$ cat src/rtl/seq_scan_ctrl.sv
`timescale 1ns/1ps
// Sequences a serial sequence detector over a parallel word: clears it, shifts bits LSB-first,
// and counts the cycles where the detector flags a match.
module seq_scan_ctrl #(
   parameter int WIDTH = 16,
   parameter int CNT_W = 5
) (
   input  logic             clk,
   input  logic             reset,
   input  logic             start,
   input  logic [WIDTH-1:0] data,
   input  logic [CNT_W-1:0] len,
   input  logic             det_out,
   output logic             det_in,
   output logic             det_rst,
   output logic             busy,
   output logic             done,
   output logic [CNT_W-1:0] match_cnt
);

   typedef enum logic [2:0] {IDLE, CLR, SHIFT, DRAIN, DONE} state_t;

   localparam logic [CNT_W-1:0] WIDTH_C = CNT_W'(WIDTH);

   state_t           state_reg, state_next;
   logic [WIDTH-1:0] shift_reg, shift_next;
   logic [CNT_W-1:0] bits_reg, bits_next;
   logic [CNT_W-1:0] match_reg, match_next;
   logic             sample_reg;
   logic [CNT_W-1:0] len_clamped;

   assign len_clamped = (len > WIDTH_C) ? WIDTH_C : len;

   // The detector is Moore, so its output lags one cycle behind the bit: sample
   // whenever the previous cycle was a SHIFT cycle (covers SHIFT after the first, and DRAIN).
   always_ff @(posedge clk or posedge reset) begin
      if (reset) begin
         state_reg  <= IDLE;
         shift_reg  <= '0;
         bits_reg   <= '0;
         match_reg  <= '0;
         sample_reg <= 1'b0;
      end else begin
         state_reg  <= state_next;
         shift_reg  <= shift_next;
         bits_reg   <= bits_next;
         match_reg  <= match_next;
         sample_reg <= (state_reg == SHIFT);
      end
   end

   always_comb begin
      state_next = state_reg;
      shift_next = shift_reg;
      bits_next  = bits_reg;
      match_next = match_reg;
      if (sample_reg && det_out)
         match_next = match_reg + CNT_W'(1);
      case (state_reg)
         IDLE: begin
            if (start) begin
               match_next = '0;
               if (len != '0) begin
                  shift_next = data;
                  bits_next  = len_clamped;
                  state_next = CLR;
               end else begin
                  state_next = DONE;
               end
            end
         end
         CLR:   state_next = SHIFT;
         SHIFT: begin
            shift_next = shift_reg >> 1;
            bits_next  = bits_reg - CNT_W'(1);
            if (bits_reg == CNT_W'(1))
               state_next = DRAIN;
         end
         DRAIN: state_next = DONE;
         DONE:  state_next = IDLE;
         default: state_next = IDLE;
      endcase
   end

   assign det_in    = (state_reg == SHIFT) & shift_reg[0];
   assign det_rst   = reset | (state_reg == CLR);
   assign busy      = (state_reg == CLR) | (state_reg == SHIFT) | (state_reg == DRAIN);
   assign done      = (state_reg == DONE);
   assign match_cnt = match_reg;

endmodule

$ cat config.mk
export PLATFORM = sky130hd
export DESIGN_NAME = seq_scan_ctrl
export DESIGN_NICKNAME = d
export VERILOG_FILES = /design/src/rtl/seq_scan_ctrl.sv
export SDC_FILE = /design/constraint.sdc
export NUM_CORES = 1
export LEC_CHECK = 0
export ABC_AREA = 1
export BUFFER_PORTS_ARGS = -buffer_cell sky130_fd_sc_hd__buf_2
export CORE_MARGIN = 2
export CORE_UTILIZATION = 30
export DETAILED_ROUTE_END_ITERATION = 8
export PLACE_DENSITY_LB_ADDON = 0.2
export SLEW_MARGIN = 20
export SYNTH_ARGS = -nofsm -noshare
export SYNTH_HDL_FRONTEND = slang
export SYNTH_SLANG_ARGS = --single-unit
$ cat constraint.sdc
create_clock -name clk -period 2.2 [get_ports clk]
set_input_delay 0.22 -clock clk [delete_from_list [all_inputs] [get_ports clk]]
set_output_delay 0.22 -clock clk [all_outputs]
set_load 0.05 [all_outputs]
==> summary.txt, run 1 <==
Outcome
  – Status: completed

CTS
  – CTS sink cnt: 30
  – Postcts setup bufs: 0
  – CTS tree: done
  – Number of hold buffers added after CTS: 0
  – Cts repair resizes: 0
  – Root buffer cell: clkbuf_8
  – H-tree depth: 2
  – Total CTS buffers: 5
  – CTS clk-pin slew, worst paths: approximately 0.060 ns
  – CTS Buffer Depth: 2
  – Latest clock arrival within the worst-skew pair: 0.28 ns

Final layout
  – Nets: 300
  – Most frequent cells in the layout: nand2_1, buf_2, dfrtp_1
  – Final Util: 0.362
  – Layout cell share with drive strength beyond 1: 0.187
  – Commonest non-fill, non-tap cell in the layout: nand2_1
  – Fillers: 593
  – Register area: about 750 um2
  – Max reg flops: 16
  – Diodes inserted: 0
  – Synthesis-to-finish area growth: 17.6%
  – Area taken by multi-input logic gates: approximately 780 um2
  – Post-Layout Inst Area: between 1500 and 2000 um2

Placement
  – Dpl cell area: approximately 1900 um2
  – Buffers on Ports: 33
  – Post-DP HPWL: around 2400 um
  – RD Place Congestion: around 0.75

Detailed routing
  – Via count: ~1,500
  – Initial DRC Count: 45
  – Metal3 WL: about 170 um
  – DRT Wirelength: about 3700 um
  – Routed len/inst: between 10 and 15 um
  – Drt pass-1 iters: 4
  – DR WL met2: 1600 um
  – DR top layer: met4
  – DRT antenna net count: 0
  – Met1 WL: 1850 um
  – Post-DR vias/cell: around 4.3
  – Residual DRC: 0

Synth
  – FFs w/ async S/R, synth: 1.00
  – Synth unique cells: 21
  – Post-Synthesis Cells: 237
  – Post-synth EDFFs: 0
  – Synth Register Bits: 30
  – Seq/Total Area, Yosys: 0.448
  – Synth Cell Area: around 1700 um2
  – Synth Warn #: 0
  – Post-synth net total: around 270
  – Synth Area per Inst: around 7.1 um2
  – Synth Flop Type: dfrtp_1

Timing
  – Clock Skews: about 0.0043 ns
  – Unrepaired setup endpoints after global routing: no
  – Relative slew slack: 0.707
  – Setup TNS Final: 0 ns
  – Hold Vio Cnt, Final: 0
  – Period utilisation layout: 0.799
  – Final min period: 1.76 ns
  – Worst-margin pin slew: roughly 0.44 ns
  – Max-slew violation count: 0
  – Fmax: between 500 and 600 MHz
  – Final setup vio count: 0

Power
  – Maximum vdd ir drop: between 500 and 600 uV
  – Pleak: ~1.2 nW
  – Power per cell area: 1400 nW/um2

GRT
  – First-pass GRT wire length: approximately 6400 um
  – Vias in the first global route: 1,412
  – All-Layer GR Usage: 0.132
  – Initial antenna violation count: 0
  – Grt ovf: 0
  – Largest net degree at the start of global routing: 31

Critical path
  – CP Launch Type: flip-flop
  – Cells along the critical path: nor2_4 > nand2_4 > nor2_1 > buf_2
  – CP Capture Type: output port
  – Max Fanout on Critical Path: 27
  – Worst EP required: 1.98 ns
  – CP arrival: roughly 1.5 ns
  – Max incr delay on CP: 0.43 ns
  – Slowest cell on the critical path: dfrtp_1
  – Critical path type: reg2out

Floorplan
  – Die height: roughly 79 um
  – I/O Pins: 34
  – Die width: between 70 and 80 um
  – Initial Util: 0.308
  – Cell Rows: 27
  – Die ar.: roughly 6200 um2
  – Core area: between 5000 and 6000 um2

Hold path
  – Hold/Removal Path Class: in2async

Run
  – Max Cap Viol: 0
critical path, delay by kind of cell, from the launching register on:
family / cells / cell delay, ns
buffers and inverters: 1 / 0.28
flip-flops: 1 / 0.43
AND/OR/NAND/NOR: 3 / 0.54
final cells by class:
class / instances / share of cell area
Clock buffer: 7 / 0.0438
Clock inverter: 1 / 0.00254
Inverter: 20 / 0.0381
Multi-Input combinational cell: 180 / 0.397
Sequential cell: 30 / 0.381
Tap cell: 72 / 0.0457
Timing Repair Buffer: 35 / 0.0915
path summary, 6_finish.rpt:
kind / startpoint / endpoint / slack, ns / cells after the start
worst min register to register: shift_reg[5] / shift_reg[5] / 0.47 / 2
worst max-delay path: state_reg[0] / det_in / 0.44 / 4
min in group clk: data[15] / shift_reg[15] / 0.20 / 3
max in group asynchronous: reset / shift_reg[3] / 1.87 / 3
worst min-delay path: reset / bits_reg[0] / 0.05 / 3
worst max register to register: state_reg[0] / state_reg[0] / 0.66 / 6
per-layer routing:
metal | global-route usage | vias up
met5 | 0 | -
met4 | 0.0579 | 0
met3 | 0.0341 | 5
met2 | 0.208 | 33
met1 | 0.171 | 657
li1 | - | 790
where the power goes:
group / internal, mW / switching, mW / leakage (nW)
sequential: 0.787 / 0.172 / 0.383
clock: 0.252 / 0.205 / 0.0482
combinational: 0.409 / 0.940 / 0.721
synth_stat cells (2+ instances only):
cell / number / area share
nand2_2: 3 / 0.011
nand3b_1: 2 / 0.0090
a31oi_1: 2 / 0.0075
o21ai_0: 6 / 0.018
buf_2: 2 / 0.0060
nand2_1: 128 / 0.29
nor3_1: 2 / 0.0060
nand3_1: 9 / 0.027
a21oi_1: 2 / 0.0060
dfrtp_1: 30 / 0.45
inv_2: 2 / 0.0045
inv_1: 18 / 0.040
nor2_1: 15 / 0.034
buf_6: 5 / 0.034
ha_1: 3 / 0.022
nand4_1: 3 / 0.011
cell families after synthesis:
family | after synthesis | synth area share
xor+xnor | 1 | 0.00523
simple gates | 166 | 0.408
compound gates | 10 | 0.0314
buf+inv | 27 | 0.0845
fa+ha+maj | 3 | 0.0224
flops | 30 | 0.448
metrics by stage:
stage | power [mW] | cells | setup slack, ns | hold WS [ns]
2_1_floorplan | 2.12 | 237 | 0.458 | 0.319
6_report | 2.77 | 345 | 0.442 | 0.0468
4_1_cts | 2.81 | 345 | 0.432 | 0.0677
5_1_grt | 3.06 | 345 | 0.343 | 0.0966
3_3_place_gp | 2.32 | 337 | 0.711 | 0.376
3_5_place_dp | 2.35 | 337 | 0.649 | 0.368
Power figures use the tool's default switching activity.
==> run 2: changes to the inputs <==
==> constraint.sdc (replaced) <==
create_clock -name clk -period 1.75 [get_ports clk]
set_input_delay 0.175 -clock clk [delete_from_list [all_inputs] [get_ports clk]]
set_output_delay 0.175 -clock clk [all_outputs]
set_load 0.05 [all_outputs]
==> summary.txt, run 2 (synthesis results as in run 1) <==
Outcome
  – Status: completed

Critical path
  – Critical path type: reg2out
  – CP Capture Type: output port
  – CP Launch Type: flip-flop
  – Max Fanout on Critical Path: 13 (-52%)
  – Reg2reg start: state_reg[1]
  – Worst EP required: 1.57 ns (-0.41 ns)
  – Crit path from: state_reg[0]
  – Slowest cell on the critical path: dfrtp_1
  – Max incr delay on CP: 0.43 ns (about the same)
  – Cells along the critical path: nor2_4 > nand2_4 > nor2_1 > buf_2
  – CP arrival: 1.44 ns (-0.10 ns)

Timing
  – Max-slew violation count: 0 (unchanged)
  – Unrepaired setup endpoints after global routing: no
  – Clock Skews: 0.00350 ns (-0.000784 ns)
  – Final setup vio count: 0 (unchanged)
  – Setup TNS Final: 0 ns (unchanged)
  – Hold Vio Cnt, Final: 0 (unchanged)
  – Relative slew slack: 0.690 (-0.0175)
  – Worst hold-check slack: 0.000915 ns (-0.0459 ns)
  – Final min period: 1.62 ns
  – Worst-margin pin slew: 0.464 ns (+0.0267 ns)
  – Period utilisation layout: 0.924
  – Fmax: just over 600 MHz

Power
  – Pleak: 1.16 nW (+0.86%)
  – Power per cell area: 1800 nW/um2 (+28%)
  – Maximum vdd ir drop: 730 uV (+39%)
  – Pwr Total: 3.58 mW (+30%)

Detailed routing
  – Residual DRC: 0 (unchanged)
  – Routed len/inst: 10.7 um (+0.33%)
  – Initial DRC Count: 75 (+67%)
  – DR WL met2: 1560 um (-2.1%)
  – Metal3 WL: 194 um (+12%)
  – Drt pass-1 iters: 4 (unchanged)
  – DRT antenna net count: 0 (unchanged)
  – Via count: 1,464 (-1.4%)
  – Post-DR vias/cell: 4.24 (-1.4%)
  – Met1 WL: 1880 um (+1.8%)
  – DRT Wirelength: 3680 um (+0.33%)
  – DR top layer: met4

Final layout
  – Diodes inserted: 0 (unchanged)
  – Most frequent cells in the layout: nand2_1, buf_2, dfrtp_1
  – Layout cell share with drive strength beyond 1: 0.190 (+0.00366)
  – Synthesis-to-finish area growth: 19.1%
  – Nets: 300 (unchanged)
  – Commonest non-fill, non-tap cell in the layout: nand2_1
  – Max reg flops: 16 (unchanged)

Placement
  – RD Place Congestion: 0.700 (-6.1%)
  – Buffers on Ports: 33 (unchanged)
  – Post-DP HPWL: 2490 um (+2.4%)

GRT
  – First-pass GRT wire length: 6370 um (-1.2%)
  – All-Layer GR Usage: 0.131 (-0.000856)
  – Largest net degree at the start of global routing: 31 (unchanged)
  – Grt ovf: 0 (unchanged)
  – Initial antenna violation count: 0 (unchanged)
  – Vias in the first global route: 1,340 (-5.1%)

CTS
  – Total CTS buffers: 5 (unchanged)
  – CTS clk-pin slew, worst paths: 0.07 ns (about the same)
  – Postcts setup bufs: 0 (unchanged)
  – CTS Buffer Depth: 2 (unchanged)
  – CTS tree: done
  – Latest clock arrival within the worst-skew pair: 0.28 ns (about the same)
  – Root buffer cell: clkbuf_8
  – CTS sink cnt: 30 (unchanged)
  – H-tree depth: 2 (unchanged)

Floorplan
  – Die height: 78.7 um (unchanged)
  – I/O Pins: 34 (unchanged)
  – Initial Util: 0.308 (unchanged)
  – Core area: 5440 um2 (unchanged)
  – Die width: 78.7 um (unchanged)
  – Cell Rows: 27 (unchanged)
  – Die ar.: 6190 um2 (unchanged)

Hold path
  – Hold/Removal Path Class: in2async

Run
  – Max Cap Viol: 0 (unchanged)
## run 2: cell count changes in the layout (fill, tap and decap cells not counted)
cell	previous run	this run
clkinv_2	1	0
clkbuf_1	1	0
clkbuf_8	6	8
nor2_2	1	0
nor2_4	1	2
## run 2: routing by layer
layer	vias to the layer above	track usage
met1	628	0.185
li1	796	-
met4	0	0.0474
met5	-	0
met2	35	0.191
met3	5	0.0364
## run 2: cell type report
cell class | instances | area (um2)
inverter | 20 | 75.1
tap | 72 | 90.1
timing repair buffer | 35 | 180
fill | 608 | 3450
clock buffer | 8 | 110
multi-input combinational | 180 | 787
sequential | 30 | 751
## run 2: stage by stage
step	setup slack, ns	utilization	instances	instance area [um2]
floorplan	0.0534	-	237	1670
global placement	0.0357	0.345	337	1880
detailed placement	0.0252	0.345	337	1880
CTS	0.00978	0.366	345	1990
global route	0.0144	0.366	345	1990
finish	0.132	0.366	345	1990
## run 2: final timing paths
check	endpoint	slack (ns)	cells after the start
max	det_in	0.13	4
min	bits_reg[0]	0.0009	3
max reg2reg	bits_reg[1]	0.21	5
min reg2reg	shift_reg[5]	0.47	2
max in group asynchronous	shift_reg[5]	1.46	3
min in group clk	shift_reg[9]	0.19	5
## run 2: what timing repair did
| item | 4_1_cts | 5_1_grt |
|---|---|---|
| gates resized for setup | 0 | 1 |
| endpoints found under the setup margin | 0 | 20 |
| hold buffers | 0 | 0 |
## run 2: critical path, delay by kind of cell, from the launching register on
family / cells / cell delay (ns)
buffers and inverters: 1 / 0.28
DFF: 1 / 0.43
and+or+nand+nor: 3 / 0.44
## run 2: power by group
| group | internal, mW | leakage (nW) | switching (mW) |
|---|---|---|---|
| clock | 0.397 | 0.0575 | 0.267 |
| sequential | 0.990 | 0.383 | 0.215 |
| combinational | 0.521 | 0.721 | 1.19 |
